**src/rtl/spmmio_arb_pkg.sv**
```systemverilog
// ---------------------------------------------------------------------------
// spmmio_arb_pkg
// Shared definitions for the two-master spmmio bus arbiter:
//   - arb_state_t      : arbiter FSM states (idle, granted to m0, granted to m1)
//   - M0 / M1          : master index constants, also used as the "last served"
//                        pointer value
//   - DEFAULT_TIMEOUT  : default watchdog limit in cycles
//   - IDLE_DATA        : read data presented to a master that does not own the bus
//   - TIMEOUT_DATA     : read data returned with a watchdog-forced ack
//   - wd_count_width() : watchdog counter width, clamped to 8..16 bits
// ---------------------------------------------------------------------------
package spmmio_arb_pkg;

    typedef enum logic [1:0] {
        ST_IDLE = 2'd0,
        ST_GNT0 = 2'd1,
        ST_GNT1 = 2'd2
    } arb_state_t;

    localparam logic M0 = 1'b0;
    localparam logic M1 = 1'b1;

    localparam int DEFAULT_TIMEOUT = 255;

    localparam logic [31:0] IDLE_DATA    = 32'h0000_0000;
    localparam logic [31:0] TIMEOUT_DATA = 32'hFFFF_FFFF;

    // Width needed to count up to 'cycles', never narrower than 8 bits and
    // never wider than 16 bits.
    function automatic int wd_count_width(input int cycles);
        int w;
        w = $clog2(cycles + 1);
        if (w < 8)  w = 8;
        if (w > 16) w = 16;
        return w;
    endfunction

endpackage

```
**src/rtl/spmmio_arb_watchdog.sv**
```systemverilog
// ---------------------------------------------------------------------------
// spmmio_arb_watchdog
// Counts consecutive un-acknowledged slave strobe cycles of the current bus
// owner. On the TIMEOUT_CYCLES-th stalled strobe cycle it asserts force_ack
// for one cycle so the arbiter can terminate the access, and sets a sticky
// timeout flag that only reset clears.
//
// Ports:
//   clk        in   system clock
//   reset      in   synchronous reset, active-high
//   s_cyc      in   slave-side cyc (low while idle or while the owner releases)
//   s_stb      in   slave-side strobe
//   s_ack      in   slave acknowledge
//   force_ack  out  one-cycle forced termination of the stalled access
//   timeout    out  sticky watchdog flag
// ---------------------------------------------------------------------------
module spmmio_arb_watchdog
    import spmmio_arb_pkg::*;
#(
    parameter int TIMEOUT_CYCLES = DEFAULT_TIMEOUT
) (
    input  logic clk,
    input  logic reset,
    input  logic s_cyc,
    input  logic s_stb,
    input  logic s_ack,
    output logic force_ack,
    output logic timeout
);

    localparam int CW = wd_count_width(TIMEOUT_CYCLES);
    // count_reg holds the number of stalled cycles already seen, so the
    // cycle in which it equals LIMIT is the TIMEOUT_CYCLES-th stalled one.
    localparam logic [CW-1:0] LIMIT = CW'(TIMEOUT_CYCLES - 1);

    logic [CW-1:0] count_reg;
    logic          timeout_reg;
    logic          stalled;

    assign stalled   = s_cyc && s_stb && !s_ack;
    assign force_ack = stalled && (count_reg == LIMIT);
    assign timeout   = timeout_reg;

    // s_cyc is low whenever the arbiter is idle and in the cycle an owner
    // releases the bus, so clearing on !s_cyc also covers every grant change.
    always_ff @(posedge clk) begin
        if (reset) begin
            count_reg   <= '0;
            timeout_reg <= 1'b0;
        end else begin
            if (!s_cyc || s_ack || force_ack) begin
                count_reg <= '0;
            end else if (s_stb) begin
                count_reg <= count_reg + 1'b1;
            end
            if (force_ack) begin
                timeout_reg <= 1'b1;
            end
        end
    end

endmodule

```
**src/rtl/spmmio_arbiter.sv**
```systemverilog
// ---------------------------------------------------------------------------
// spmmio_arbiter
// Two-master / one-slave Wishbone arbiter in front of the spmmio decoder.
// Master 0 is the soft CPU, master 1 a secondary master (debug/DMA). The
// grant is held for the owner's whole cyc, so multi-access sequences are
// atomic; ties from idle are broken round-robin against the last owner.
// The grant is registered (one cycle from request to first slave strobe);
// once granted, the owner's signals pass straight through to the slave and
// the slave ack/data pass straight back, so a combinational-ack slave adds
// no latency.
//
// Optional feature (macro SPMMIO_ARB_TIMEOUT_EN): a watchdog forces a
// one-cycle ack with all-ones read data after TIMEOUT_CYCLES stalled strobe
// cycles and sets the sticky timeout_o flag. Without the macro, timeout_o is
// tied low and a stalled slave stalls the bus.
//
// Ports:
//   clk, reset                 clock, synchronous active-high reset
//   m0_* / m1_*                master Wishbone ports (cyc is the request)
//   s_*                        slave-side Wishbone port
//   grant_o                    one-hot owner, bit 0 = m0, bit 1 = m1, 00 idle
//   timeout_o                  sticky watchdog flag
// ---------------------------------------------------------------------------
module spmmio_arbiter
    import spmmio_arb_pkg::*;
#(
    parameter int TIMEOUT_CYCLES = DEFAULT_TIMEOUT
) (
    input  logic        clk,
    input  logic        reset,

    input  logic [23:0] m0_adr_i,
    input  logic        m0_stb_i,
    input  logic        m0_cyc_i,
    input  logic [3:0]  m0_sel_i,
    input  logic        m0_we_i,
    input  logic [31:0] m0_dat_i,
    output logic        m0_ack_o,
    output logic [31:0] m0_dat_o,

    input  logic [23:0] m1_adr_i,
    input  logic        m1_stb_i,
    input  logic        m1_cyc_i,
    input  logic [3:0]  m1_sel_i,
    input  logic        m1_we_i,
    input  logic [31:0] m1_dat_i,
    output logic        m1_ack_o,
    output logic [31:0] m1_dat_o,

    output logic [23:0] s_adr_o,
    output logic        s_stb_o,
    output logic        s_cyc_o,
    output logic [3:0]  s_sel_o,
    output logic        s_we_o,
    output logic [31:0] s_dat_o,
    input  logic        s_ack_i,
    input  logic [31:0] s_dat_i,

    output logic [1:0]  grant_o,
    output logic        timeout_o
);

    arb_state_t state_reg;
    logic       last_reg;
    logic       force_ack;

    // ------------------------------------------------------------------
    // Arbitration FSM: state and last-served pointer.
    // ------------------------------------------------------------------
    always_ff @(posedge clk) begin
        if (reset) begin
            state_reg <= ST_IDLE;
            last_reg  <= M1;            // m0 wins the first tie
        end else begin
            unique case (state_reg)
                ST_IDLE: begin
                    if (m0_cyc_i && m1_cyc_i) begin
                        if (last_reg == M0) begin
                            state_reg <= ST_GNT1;
                            last_reg  <= M1;
                        end else begin
                            state_reg <= ST_GNT0;
                            last_reg  <= M0;
                        end
                    end else if (m0_cyc_i) begin
                        state_reg <= ST_GNT0;
                        last_reg  <= M0;
                    end else if (m1_cyc_i) begin
                        state_reg <= ST_GNT1;
                        last_reg  <= M1;
                    end
                end
                // The owner keeps the bus while its cyc is high; on release
                // a waiting master is handed the bus without an idle cycle.
                ST_GNT0: begin
                    if (!m0_cyc_i) begin
                        if (m1_cyc_i) begin
                            state_reg <= ST_GNT1;
                            last_reg  <= M1;
                        end else begin
                            state_reg <= ST_IDLE;
                        end
                    end
                end
                ST_GNT1: begin
                    if (!m1_cyc_i) begin
                        if (m0_cyc_i) begin
                            state_reg <= ST_GNT0;
                            last_reg  <= M0;
                        end else begin
                            state_reg <= ST_IDLE;
                        end
                    end
                end
                default: state_reg <= ST_IDLE;
            endcase
        end
    end

    // ------------------------------------------------------------------
    // Slave-side mux and grant decode.
    // ------------------------------------------------------------------
    always_comb begin
        grant_o = 2'b00;
        s_adr_o = '0;
        s_stb_o = 1'b0;
        s_cyc_o = 1'b0;
        s_sel_o = '0;
        s_we_o  = 1'b0;
        s_dat_o = '0;
        unique case (state_reg)
            ST_GNT0: begin
                grant_o = 2'b01;
                s_adr_o = m0_adr_i;
                s_stb_o = m0_stb_i;
                s_cyc_o = m0_cyc_i;
                s_sel_o = m0_sel_i;
                s_we_o  = m0_we_i;
                s_dat_o = m0_dat_i;
            end
            ST_GNT1: begin
                grant_o = 2'b10;
                s_adr_o = m1_adr_i;
                s_stb_o = m1_stb_i;
                s_cyc_o = m1_cyc_i;
                s_sel_o = m1_sel_i;
                s_we_o  = m1_we_i;
                s_dat_o = m1_dat_i;
            end
            default: ;
        endcase
    end

    // ------------------------------------------------------------------
    // Master-side responses. Kept separate from the slave mux because
    // force_ack is derived from s_stb_o/s_cyc_o.
    // ------------------------------------------------------------------
    always_comb begin
        m0_ack_o = 1'b0;
        m0_dat_o = IDLE_DATA;
        m1_ack_o = 1'b0;
        m1_dat_o = IDLE_DATA;
        unique case (state_reg)
            ST_GNT0: begin
                m0_ack_o = s_ack_i | force_ack;
                m0_dat_o = force_ack ? TIMEOUT_DATA : s_dat_i;
            end
            ST_GNT1: begin
                m1_ack_o = s_ack_i | force_ack;
                m1_dat_o = force_ack ? TIMEOUT_DATA : s_dat_i;
            end
            default: ;
        endcase
    end

`ifdef SPMMIO_ARB_TIMEOUT_EN
    spmmio_arb_watchdog #(
        .TIMEOUT_CYCLES (TIMEOUT_CYCLES)
    ) u_watchdog (
        .clk       (clk),
        .reset     (reset),
        .s_cyc     (s_cyc_o),
        .s_stb     (s_stb_o),
        .s_ack     (s_ack_i),
        .force_ack (force_ack),
        .timeout   (timeout_o)
    );
`else
    assign force_ack = 1'b0;
    assign timeout_o = 1'b0;
    // Parameter kept in the port list so both builds share one interface.
    logic [31:0] unused_timeout_cfg;
    assign unused_timeout_cfg = 32'(TIMEOUT_CYCLES);
`endif

endmodule

```
**config.mk**
```make
export PLATFORM = sky130hd
export DESIGN_NAME = spmmio_arbiter
export DESIGN_NICKNAME = d
export VERILOG_FILES = /design/src/rtl/spmmio_arb_pkg.sv /design/src/rtl/spmmio_arb_watchdog.sv /design/src/rtl/spmmio_arbiter.sv
export SDC_FILE = /design/constraint.sdc
export NUM_CORES = 1
export LEC_CHECK = 0
export BUFFER_PORTS_ARGS = -buffer_cell sky130_fd_sc_hd__buf_4
export CORE_AREA = 2 2 112 114
export DETAILED_ROUTE_END_ITERATION = 10
export DIE_AREA = 0 0 114 116
export GPL_ROUTABILITY_DRIVEN = 0
export PLACE_DENSITY = 0.55
export SYNTH_ARGS = -nofsm -noshare
export SYNTH_HDL_FRONTEND = slang
export SYNTH_SLANG_ARGS = --single-unit
```
**constraint.sdc**
```tcl
create_clock -name clk -period 1.9 [get_ports clk]
set_clock_uncertainty 0.15 [all_clocks]
set_input_delay 0.38 -clock clk [delete_from_list [all_inputs] [get_ports clk]]
set_output_delay 0.38 -clock clk [all_outputs]
set_load 0.005 [all_outputs]
```
==> results.toml <==
[drt]
drt_iter0_markers = 41
remaining_drc_errors = 0
dr.pass1.iters = 4
vias = 2560
wl_mm = 10.04
ant_nets = 0
wire_per_inst_um = 16.31
vias_per_cell = 4.156

[power]
ir_worst_vdd_uv = 539.0
p_per_area_mw_per_mm2 = 676.7
p_leak_nw = 2.142

[min_path]
hp-class = "in2reg"

[cts]
ctsHtreeMaxLevel = 1
holdBufCountCts = 0
path_clk_slew_ns = 0.03
cts_buffer_depth = 2
cts_buffers = 3
tritoncts = "built"
clock-sinks = 3
clk_latency_ns = 0.22
clockRootBuffer = "clkbuf_16"

[logic_synthesis]
synth-async-reset-ratio_pct = 0
yosysTopAreaCell = "a22o_1"
postSynthCellCount = 186
yosys_register_bits = 3
synth_edf_count = 0
avgSynthCellArea_um2 = 7.326
netlist_area_mm2 = 0.001363
ys_types = 25
yosysWarnings = 0
synth_ff_type = "dfxtp_1"
synth_top_area_share_pct = 39.85
ys_seq_area_share_pct = 4.408
ys_top_cells_by_area = "a22o_1 40%, and2_1 31%, ha_1 5.5%"
synth_nets = 353

[floorplanning]
start_util_pct = 11.44
fp.dieW_um = 114
core-area_mm2 = 0.01191
dieArea_mm2 = 0.01322
ios = 293
num_rows = 40
die_h_um = 116

[grt]
grt_pass1_wl_mm = 13.79
grt_overflow_total = 0
antenna_found_initial = 0
grt_pass1_vias = 2515
grt_max_degree = 39
grt_use_total_pct = 13.42

[status]
violations = "negative setup slack"
status = "finished, violations left"

[final_layout]
diodes = 0
regArea_um2 = 62.56
final_cells = 616
largest_reg_flops = 2
fin_nets = 637
num-fill-cells = 1264
design_area_mm2 = 0.003968
area_growth_pct = 191.2
multiInputGateArea_mm2 = 0.001244
layout-drive-gt1-share_pct = 67.59

[placed_design]
dp_hpwl_mm = 8.661
dp_cells = 611
placed_area_mm2 = 0.003754
pre_cts_slack_ns = -0.1276
portBuffers = 291

[flow_run]
cap_violations = 0

[sta]
hold_violations = 0
hold_ws_ns = 0.1871
setup_slack_ns = -0.2008
final.min_clock_period_ns = 2.101
setup_viol = 74
rsz0062_at_grt = "yes"
slew_viol_final = 0
fmax_mhz = 476.0
min_period_over_period_pct = 110.6

[worst_setup_path]
r2r-start = "state_reg[1]$_SDFFE_PP0P_"
rr_endpoint = "last_reg$_SDFFE_PP1P_"
required_ns = 1.37
end_kind = "primary output"
worst-r2r-cell-count = 6
critPathCapture = "s_dat_o[9]"
cp.arrival_ns = 1.57
reg2reg_slack_ns = 0.10
criticalPathCategory = "reg2out"
startpoint_type = "flip-flop"
crit_start = "state_reg[1]$_SDFFE_PP0P_"
worst-path-max-fanout = 35
## report_power, final
part / leakage, nW / total, mW / internal (mW) / switching (mW)
Combinational: 2.08 / 2.24 / 1.35 / 0.891
Clock: 0.0382 / 0.332 / 0.277 / 0.0549
Sequential: 0.0256 / 0.111 / 0.0899 / 0.0212
## worst max-delay path: stages (launching register included)
cell and delay (ns):
dfxtp_2 0.33, inv_2 0.05, buf_6 0.12, ha_4 0.15
and2_4 0.17, buf_12 0.16, a22o_1 0.21, buf_4 0.14
## cells in the final DEF, fill, tap and decap left out, types with 2 or more instances in the layout
cell type	netlist	layout
nand2b_1	3	3
dfxtp_2	0	2
buf_4	1	281
and2_1	68	66
buf_12	0	4
buf_6	0	16
a22o_4	0	2
ha_1	6	3
clkbuf_16	0	3
nor2_1	3	3
and2_4	0	2
a22o_1	62	60
ha_4	0	3
## synth_stat cells (all sizes together), types with 3 or more instances
master / instances
and2: 68
a22o: 62
buf: 15
clkbuf: 8
ha: 6
dfxtp: 3
inv: 3
nand2b: 3
nor2: 3
## kinds of logic after synthesis
logic type,share of synthesized area [%]
AOI/OAI and AO/OA,45.55
and+or+nand+nor,34.80
muxes,0.7346
adders and majority gates,5.509
other,0.2752
DFF,4.408
buffers and inverters,8.724
## how the worst min path moves through the flow
stage | start | end | cells after the start | slack (ns)
floorplan | reset | state_reg[0]$_SDFFE_PP0P_ | 1 | 0.29
global placement | last_reg$_SDFFE_PP1P_ | last_reg$_SDFFE_PP1P_ | 1 | 0.38
detailed placement | last_reg$_SDFFE_PP1P_ | last_reg$_SDFFE_PP1P_ | 1 | 0.37
CTS | reset | state_reg[1]$_SDFFE_PP0P_ | 2 | 0.19
global route | reset | state_reg[1]$_SDFFE_PP0P_ | 2 | 0.19
finish | reset | state_reg[1]$_SDFFE_PP0P_ | 2 | 0.19
## area by class of cell
type                            instances  area share, %
Timing Repair Buffer                  302          60.11
Multi-Input combinational cell        157          31.35
Tap cell                              147          4.636
Clock buffer                            4          1.987
Sequential cell                         3          1.577
Inverter                                3         0.3469
## repair_timing
action / in CTS / in global routing
buffers inserted: 1 / 0
gates resized for setup: 22 / 7
endpoints found under the setup margin: 129 / 104
pin swaps: 4 / 4
## per-layer routing
layer	track usage [%]	wire, um
met5	0	0
met4	0.4878	1
met3	4.184	1091
met2	27.46	5403
met1	13.97	3548
## metrics by stage
step | TNS [ns] | utilization [%] | total power, mW
final | -10.94 | 33.31 | 2.685
after floorplan | 0 | - | 1.003
after CTS | -13.36 | 33.00 | 2.684
after detailed placement | -4.916 | 31.51 | 2.219
after global placement | -3.625 | 31.51 | 2.211
after global routing | -17.09 | 33.31 | 2.880
Note: power is estimated with default switching activity, not from simulation.
